==> config.mk <==
export PLATFORM = sky130hd
export DESIGN_NAME = aes_key_sched_ctrl
export DESIGN_NICKNAME = d
export VERILOG_FILES = /design/src/rtl/aes_key_sched_ctrl.sv
export SDC_FILE = /design/constraint.sdc
export NUM_CORES = 2
export LEC_CHECK = 0
export BUFFER_PORTS_ARGS = -buffer_cell sky130_fd_sc_hd__buf_4
export CELL_PAD_IN_SITES_DETAIL_PLACEMENT = 1
export CELL_PAD_IN_SITES_GLOBAL_PLACEMENT = 1
export CORE_UTILIZATION = 25
export DETAILED_ROUTE_END_ITERATION = 7
export GPL_ROUTABILITY_DRIVEN = 0
export PLACE_DENSITY = 0.58
export SLEW_MARGIN = 20
export SYNTH_ARGS = -nofsm -noshare
export SYNTH_HDL_FRONTEND = slang
export SYNTH_SLANG_ARGS = --single-unit
==> constraint.sdc <==
create_clock -name clk -period 4.3 [get_ports clk]
set_clock_uncertainty 0.1 [all_clocks]
set_input_delay 0.215 -clock clk [delete_from_list [all_inputs] [get_ports clk]]
set_output_delay 0.215 -clock clk [all_outputs]
set_load 0.1 [all_outputs]
==> src/rtl/aes_key_sched_ctrl.sv <==
// ---------------------------------------------------------------------------
// aes_key_sched_ctrl
//   AES-128 key expansion controller. Accepts a 128-bit cipher key, expands
//   it one 32-bit word per cycle (w[4]..w[43]) using a shared external
//   combinational S-box, keeps all 44 words, and serves the 11 round keys
//   through a registered indexed read port.
//
// Ports
//   clk          clock, all state updates on posedge
//   rst_n        asynchronous active-low reset
//   key_valid    new cipher key offered
//   key_ready    controller can accept a key (low only while expanding)
//   key          cipher key, key[127:96] = w[0] ... key[31:0] = w[3]
//   sbox_in      word presented to the external 4-lane S-box
//   sbox_out     SubWord(sbox_in), valid in the same cycle
//   busy         expansion in progress
//   keys_rdy     all 11 round keys valid for the current key
//   rk_rd_en     round-key read request
//   rk_rd_idx    round index 0..10
//   rk_rd_data   {w[4r], w[4r+1], w[4r+2], w[4r+3]}, one cycle after request
//   rk_rd_valid  one-cycle pulse, rk_rd_data valid
//   rk_rd_err    one-cycle pulse, request rejected (data left unchanged)
//
// state  | meaning
// -------+-----------------------------------------------------------------
// IDLE   | no key loaded since reset, waiting for key_valid
// EXPAND | writing w[i], i = 4..43, one word per cycle
// DONE   | all round keys valid, serving reads, a new key restarts expansion
// ---------------------------------------------------------------------------
module aes_key_sched_ctrl (
   input  logic         clk,
   input  logic         rst_n,
   input  logic         key_valid,
   output logic         key_ready,
   input  logic [127:0] key,
   output logic [31:0]  sbox_in,
   input  logic [31:0]  sbox_out,
   output logic         busy,
   output logic         keys_rdy,
   input  logic         rk_rd_en,
   input  logic [3:0]   rk_rd_idx,
   output logic [127:0] rk_rd_data,
   output logic         rk_rd_valid,
   output logic         rk_rd_err
);

   localparam int NB = 4;
   localparam int NK = 4;
   localparam int NR = 10;
   localparam int NW = NB * (NR + 1);

   localparam logic [3:0] LAST_RK = 4'(NR);
   localparam logic [5:0] LAST_W  = 6'(NW - 1);
   localparam logic [5:0] FIRST_X = 6'(NK);

   typedef enum logic [1:0] {
      IDLE   = 2'd0,
      EXPAND = 2'd1,
      DONE   = 2'd2
   } state_t;

   state_t      state;
   logic [31:0] w [NW];
   logic [5:0]  i;
   logic [7:0]  rcon;

   logic        accept;
   logic [5:0]  i_m1;
   logic [5:0]  i_m4;
   logic [31:0] w_prev;
   logic [31:0] w_back;
   logic [31:0] w_mix;
   logic [31:0] w_new;
   logic        rd_ok;
   logic [5:0]  rd_base;
   logic [127:0] rd_word;

   function automatic logic [31:0] rot_word(input logic [31:0] x);
      return {x[23:0], x[31:24]};
   endfunction

   function automatic logic [7:0] xtime(input logic [7:0] x);
      return {x[6:0], 1'b0} ^ (x[7] ? 8'h1b : 8'h00);
   endfunction

   assign accept = key_valid & key_ready;

   // Only meaningful in EXPAND, where i is 4..43 so both indices stay in range.
   always_comb begin
      i_m1   = i - 6'd1;
      i_m4   = i - 6'd4;
      w_prev = w[i_m1];
      w_back = w[i_m4];
      w_mix  = (i[1:0] == 2'b00) ? (sbox_out ^ {rcon, 24'h0}) : w_prev;
      w_new  = w_back ^ w_mix;
   end

   // Out-of-range indices fall back to word 0 so the mux never addresses
   // past the store; the request is rejected anyway.
   always_comb begin
      rd_ok   = (rk_rd_idx <= LAST_RK);
      rd_base = rd_ok ? {rk_rd_idx, 2'b00} : 6'd0;
      rd_word = {w[rd_base], w[rd_base + 6'd1], w[rd_base + 6'd2], w[rd_base + 6'd3]};
   end

   always_ff @(posedge clk or negedge rst_n) begin
      if (!rst_n) begin
         state       <= IDLE;
         i           <= 6'd0;
         rcon        <= 8'h01;
         key_ready   <= 1'b1;
         busy        <= 1'b0;
         keys_rdy    <= 1'b0;
         sbox_in     <= 32'h0;
         rk_rd_data  <= 128'h0;
         rk_rd_valid <= 1'b0;
         rk_rd_err   <= 1'b0;
         for (int k = 0; k < NW; k++) begin
            w[k] <= 32'h0;
         end
      end else begin
         rk_rd_valid <= 1'b0;
         rk_rd_err   <= 1'b0;

         // A key accepted this cycle invalidates the store immediately, so a
         // read in the same cycle is rejected rather than served stale data.
         if (rk_rd_en) begin
            if (!accept && keys_rdy && rd_ok) begin
               rk_rd_data  <= rd_word;
               rk_rd_valid <= 1'b1;
            end else begin
               rk_rd_err   <= 1'b1;
            end
         end

         case (state)
            IDLE, DONE: begin
               if (accept) begin
                  for (int k = 0; k < NK; k++) begin
                     w[k] <= key[127 - 32*k -: 32];
                  end
                  i         <= FIRST_X;
                  rcon      <= 8'h01;
                  keys_rdy  <= 1'b0;
                  busy      <= 1'b1;
                  key_ready <= 1'b0;
                  // Pre-load RotWord(w[3]) so the S-box result is ready for w[4].
                  sbox_in   <= rot_word(key[31:0]);
                  state     <= EXPAND;
               end
            end

            EXPAND: begin
               w[i]    <= w_new;
               sbox_in <= rot_word(w_new);
               if (i[1:0] == 2'b00) begin
                  rcon <= xtime(rcon);
               end
               if (i == LAST_W) begin
                  state     <= DONE;
                  busy      <= 1'b0;
                  keys_rdy  <= 1'b1;
                  key_ready <= 1'b1;
               end else begin
                  i <= i + 6'd1;
               end
            end

            default: begin
               state <= IDLE;
            end
         endcase
      end
   end

endmodule

Word level (Yosys, flattened, before mapping)
Cells that the tools add are included.
Cells by class
  bitwise logic cells: 11
  equal/unequal tests: 7
  $add $sub $neg: 6
  reductions and logical operators: 14
  $lt $le $gt $ge: 9
  mux-type cells: 47
Operator list (count)
  $bwmux W1408: 1
  $bmux W32 S6: 6
  $mux W32: 15
  $pmux W128 S2: 1
  $demux W32 S6: 1
  $mux W128: 1
  $pmux W32 S2: 1
  $xor A32 B32 Y32: 2
  $ge A7 B7 Y1 const B: 7
  $not A6 Y7: 7
  $mux W6: 3
  $mux W8: 2
  $pmux W8 S2: 1
  $add A6 B1 Y6 const B: 2
  $add A6 B2 Y6 const B: 2
  $pmux W6 S2: 1
  $reduce_and A3 Y1: 3
  $mux W1: 8
  $ne A2 B2 Y1 const B: 4
  $xor A8 B5 Y8: 1
  $lt A7 B1 Y1 const B: 1
  $eq A6 B6 Y1 const B: 1
  $reduce_and A2 Y1: 3
  $sub A6 B1 Y6 const B: 1
  14 further kinds: 19
Word-level totals
  flip-flop bits (word level): 1589
  output and inout port bits: 165
  input port bits: 168
  logic and storage cells: 148

Depth between registers and ports, before layout
  word-level depth: 9
  gate-level depth with buffers: 21

Least setup slack after synthesis
OpenSTA, ideal clock, no wires.
  kind: reg2reg
  from: reg i[0]
  to: reg w[415] in the netlist's numbering
  setup slack: -0.369 ns
  path buffers: 11
  clock period less this slack: 4.669 ns
  stages on the path, launching flop included: 20
  data arrival time: 4.437 ns
  cell sequence: dfrtp_1 buf_4 buf_6 buf_6 buf_6 inv_1 clkbuf_1 buf_1 ha_1 buf_4 buf_2 buf_2 buf_1 mux4_2 mux4_2 a32oi_1 o311ai_1 xor2_2 buf_4 o21ai_1
On the way
  cells in the longest elaborated chain, start to end: 8
  elaborated cells between the ends (all ways): 20
RTL lines
  start, declared: RTL line 64  | logic [5:0] i;
  start signal, assigned: RTL line 165  | i <= i + 6'd1;
  $sub A6 B1 Y6: RTL line 90  | i_m1 = i - 6'd1;
  $not A6 Y7 (implied by the code): RTL line 92  | w_prev = w[i_m1];
  $bmux W32 S6: RTL line 92
  $mux W32 (implied by the code) (2 in series): RTL line 92
  $mux W32: RTL line 94  | w_mix = (i[1:0] == 2'b00) ? (sbox_out ^ {rcon, 24'h0}) : w_prev;
  $xor A32 B32 Y32: RTL line 95  | w_new = w_back ^ w_mix;
  $bwmux W1408 *: RTL line 154  | w[i] <= w_new;
  end signal, assigned by index: RTL line 140  | w[k] <= key[127 - 32*k -: 32];
  end signal, assigned by index: RTL line 154
  end, declared: RTL line 63  | logic [31:0] w [NW];
Mark *: on every way between the ends. The rest lies on a longest branch, timed or not. The select of a mux whose other input is x is not followed.
A chain may end at the register's enable or synchronous reset.

Worst setup path after layout
  from: reg i[2]
  to: reg w[1327] in the netlist's numbering
On the way
  cells in the longest elaborated chain, start to end: 9
  elaborated cells between the ends (all ways): 20
RTL lines
  $sub A6 B1 Y6: RTL line 90
  $not A6 Y7 (implied by the code): RTL line 92
  $bmux W32 S6: RTL line 92
  $mux W32 (implied by the code) (2 in series): RTL line 92
  $mux W32: RTL line 94
  $xor A32 B32 Y32: RTL line 95
  $bwmux W1408 *: RTL line 154
  $pmux W128 S2 *: RTL line 136  | case (state)
Marks and branches as above.

==> results.md <==
- Status: completed
- Clock transition at the register clock pins on the worst setup and hold paths after CTS: 0.06 ns
- Final critical path time including I/O delays and setup: 4.25 ns
- Tcrit/Tclk final: 98.8%
- Count of routing violations after the opening detailed-route iteration: 14.3k
- Worst Path Required: 4.98 ns
- Netlist Area Pre-Place: 96300 um2
- Number of max-slew violations in the final report: 0
- Proportion of synthesized chip area in sequential cells: 41.3%
- DRC violation count after routing: 0
- Area of the placeable core: 383000 um2
- First-pass GRT wire length: 835 mm
- Critical Path, Cell by Cell: inv_4 -> ha_4 -> clkinv_2 -> buf_4 -> buf_4 -> a221oi_1 -> o221ai_1 -> o211ai_1 -> o311ai_0 -> xnor2_2 -> buf_12 -> o22ai_1 -> dlygate4sd3_1
- Final TNS setup: 0 ns
- Syn nets: 10.7k
- Number of synthesized flops with an enable pin: 0
- Path type of the worst setup path: reg -> reg
- Crit path max-delay cell type: dfrtp_4
- Largest delay share family, worst path: buffers and inverters
- Most common library cell in the layout ignoring fill and taps: dfrtp_1
- Largest family of logic cells by synthesized area: compound AO/OA/AOI/OAI gates
- Post-synthesis average cell area: 9.15 um2
- H-tree depth: 4
- Hold crit path type: in -> reg
- Synth unique cells: 77
- Seq. cell area: 39800 um2
- Proportion of synthesized area in mux cells: 16.1%
- Total grt overflow: 0
- Synth top area share: 41.3%
- Synth Area in Simple Gates: 10.0%
- Most area-hungry cell type in the Yosys netlist: dfrtp_1
- CTS Root Cell: clkbuf_16
- Total via count after detailed routing: 101k
- Number of iterations in the first detailed-routing pass: 8
- Antenna violations before repair: 70
- I/O pin count: 333
- Areal power density over the cells: 794 nW/um2
- Total clock sinks: 1589
- Stage delay of the slowest cell on the critical path: 0.62 ns
- CTS Buffer Depth: 4
- Worst path arrival time: 4.92 ns
- Average vias per placed instance: 6.34
- Syn-to-layout area delta: 21.7%
- Critical path capture point type: flop
- Worst Max-Slew Pin Slew: 1.23 ns
- Synthesized-area fraction occupied by adder cells: 0.0650%
- Height of the die: 623 um
- Die boundary width: 623 um
- Unrepaired setup endpoints after global routing: false
- Aggregate routed wire length: 612 mm
- CTS tree: built
- Area taken by multi-input logic gates: 51800 um2
- Placed inst area: 109000 um2
- Final ANT Viol Nets: 0
- CP dominant cell by count: buf_4
- Gr usage total: 30.5%
- Clock insertion delay at the later pin of the skew report: 0.93 ns
- Share of layout cells above drive strength 1: 19.2%
- Fmax: 235 MHz
- Syn. warnings: 0
- Row cnt: 227
- Final HPWL DP: 411 mm
- Total power of the final layout: 0.0930 W
- Pin count of the biggest net entering global routing: 129
- Buf+Inv Stages, Crit Path: 6
- Cts bufs inserted: 198
- Die area: 388000 um2
- Syn Inst Count: 10.5k
- Commonest cells after routing, fill and taps aside: dfrtp_1, nand2_1, o21ai_0, a21oi_1, buf_4
- Finished layout cell area: 117000 um2
- Fraction of the mapped netlist area in compound gates: 25.9%
- Peak fanout along the critical path: 33
- Filler Cells Inserted: 43.5k
- Share of the synthesized netlist area taken by xor and xnor gates: 0.469%
- Final hold vios: 0
- Sort of element at the start of the critical path: flop
- Max-cap violations: 0
- Most used flip-flop cell after synthesis: dfrtp_1
- Final nets: 10.8k
- Worst VDD drop: 0.515 mV
- Register bit total from synthesis: 1589
- Number of standard cells in the layout, taps in and fillers out: 15.9k
- Tightest slew margin relative to the limit: 18.0%
- Placed Instances: 15.4k
- Port bufs: 332
- Ranking of synthesized cells by area: dfrtp_1, mux4_2, o21ai_0
- Initial Utilization: 25.1%
- Leakage: 49.7 nW
- Share of synthesized flip-flops with an asynchronous set or reset: 100%
- Number of global-route vias before repair: 98.8k
- Wire per inst: 38.5 um
- Setup slack on the worst flop-to-flop path: 0.05 ns
- Number of setup violations in the final report: 0
-- worst register-to-register path: cells and delay by family, from the launching register on --
| family | cells | cell delay, ns |
|---|---|---|
| buffers and inverters | 6 | 1.76 |
| adder cells (fa/ha/maj) | 1 | 0.33 |
| XOR/XNOR | 1 | 0.29 |
| AO/OA/AOI/OAI | 5 | 1.04 |
| flip-flops | 1 | 0.62 |
-- sequential cells by signal (all words and copies together), names as in the netlist --
signal,flops
busy,1
i,6
key_ready,1
keys_rdy,1
rcon,8
rk_rd_data,128
rk_rd_err,1
rk_rd_valid,1
sbox_in,32
state,2
w,1408
-- synthesized netlist by cell type (17+ instances only) --
cell type  count
a211oi_1     109
a21o_1        70
a21oi_1      822
a221o_1       24
a221oi_1     300
a22o_1       108
a22oi_1      175
a311oi_1      50
a31oi_1      174
and2_1        40
and3_1        43
buf_1         75
buf_2        205
buf_4         30
buf_6         29
clkbuf_1     840
dfrtp_1     1587
inv_1        227
mux2_2       200
mux2i_1      442
mux4_2       391
nand2_1     1484
nand3_1      184
nor2_1       525
nor2b_1       47
nor3_1        17
o211ai_1      29
o21a_1        94
o21ai_0     1378
o21ai_1      108
o221ai_1     105
o22ai_1      374
o2bb2ai_1     29
o31ai_1       33
xnor2_1       19
xor2_1        27
-- area by class of cell --
type                       instances  share of cell area (%)
multi-input combinational       7525                    44.2
sequential                      1589                    33.9
timing repair buffer            1115                    9.84
tap                             5038                    5.38
clock buffer                     282                    4.90
clock inverter                    68                   0.789
inverter                         229                   0.752
antenna                           66                   0.141
-- timing repair --
item,in CTS,in global routing
gates resized for setup,0,2
endpoints found under the hold margin,999,0
setup buffers,0,5
hold buffers,139,0
endpoints found under the setup margin,0,4
-- per-stage QoR --
step / util, % / hold WS [ns] / worst slack (ns)
2_1_floorplan: - / -0.181 / 0.00416
3_3_place_gp: 28.4 / 0.186 / 0.287
3_5_place_dp: 28.4 / 0.208 / 0.271
4_1_cts: 30.5 / 0.000626 / 0.0360
5_1_grt: 30.6 / 0.0455 / 0.0184
6_report: 30.6 / 0.0271 / 0.0537
-- per-layer routing --
layer	track usage (%)	wire [um]
met5	0.0247	473
met4	22.5	53200
met1	38.1	231000
met3	10.4	74500
met2	43.5	252000
-- final timing paths --
check,start,endpoint,cells after the start
worst min register to register,rk_rd_data[78],rk_rd_data[78],1
min in group asynchronous,rst_n,w[620],3
worst min-delay path,sbox_out[9],w[1033],7
worst max register to register,i[2],w[1327],13
max in group asynchronous,rst_n,w[433],4
worst max-delay path,i[2],w[1327],13
-- where the power goes --
| group | internal [W] | total, W | switching, W | leakage, nW |
|---|---|---|---|---|
| Sequential | 0.0210 | 0.0289 | 0.00791 | 18.7 |
| Combinational | 0.0167 | 0.0463 | 0.0296 | 27.7 |
| Clock | 0.0104 | 0.0178 | 0.00737 | 3.28 |
| Total | 0.0481 | 0.0930 | 0.0449 | 49.7 |
-- kinds of logic after synthesis --
group                    after synthesis
AO/OA/AOI/OAI                       4055
AND/OR/NAND/NOR                     2378
flip-flops                          1589
buffers and inverters               1410
multiplexers                        1038
XOR/XNOR                              49
adder cells (fa/ha/maj)                5
(Power assumes the default switching activity.)
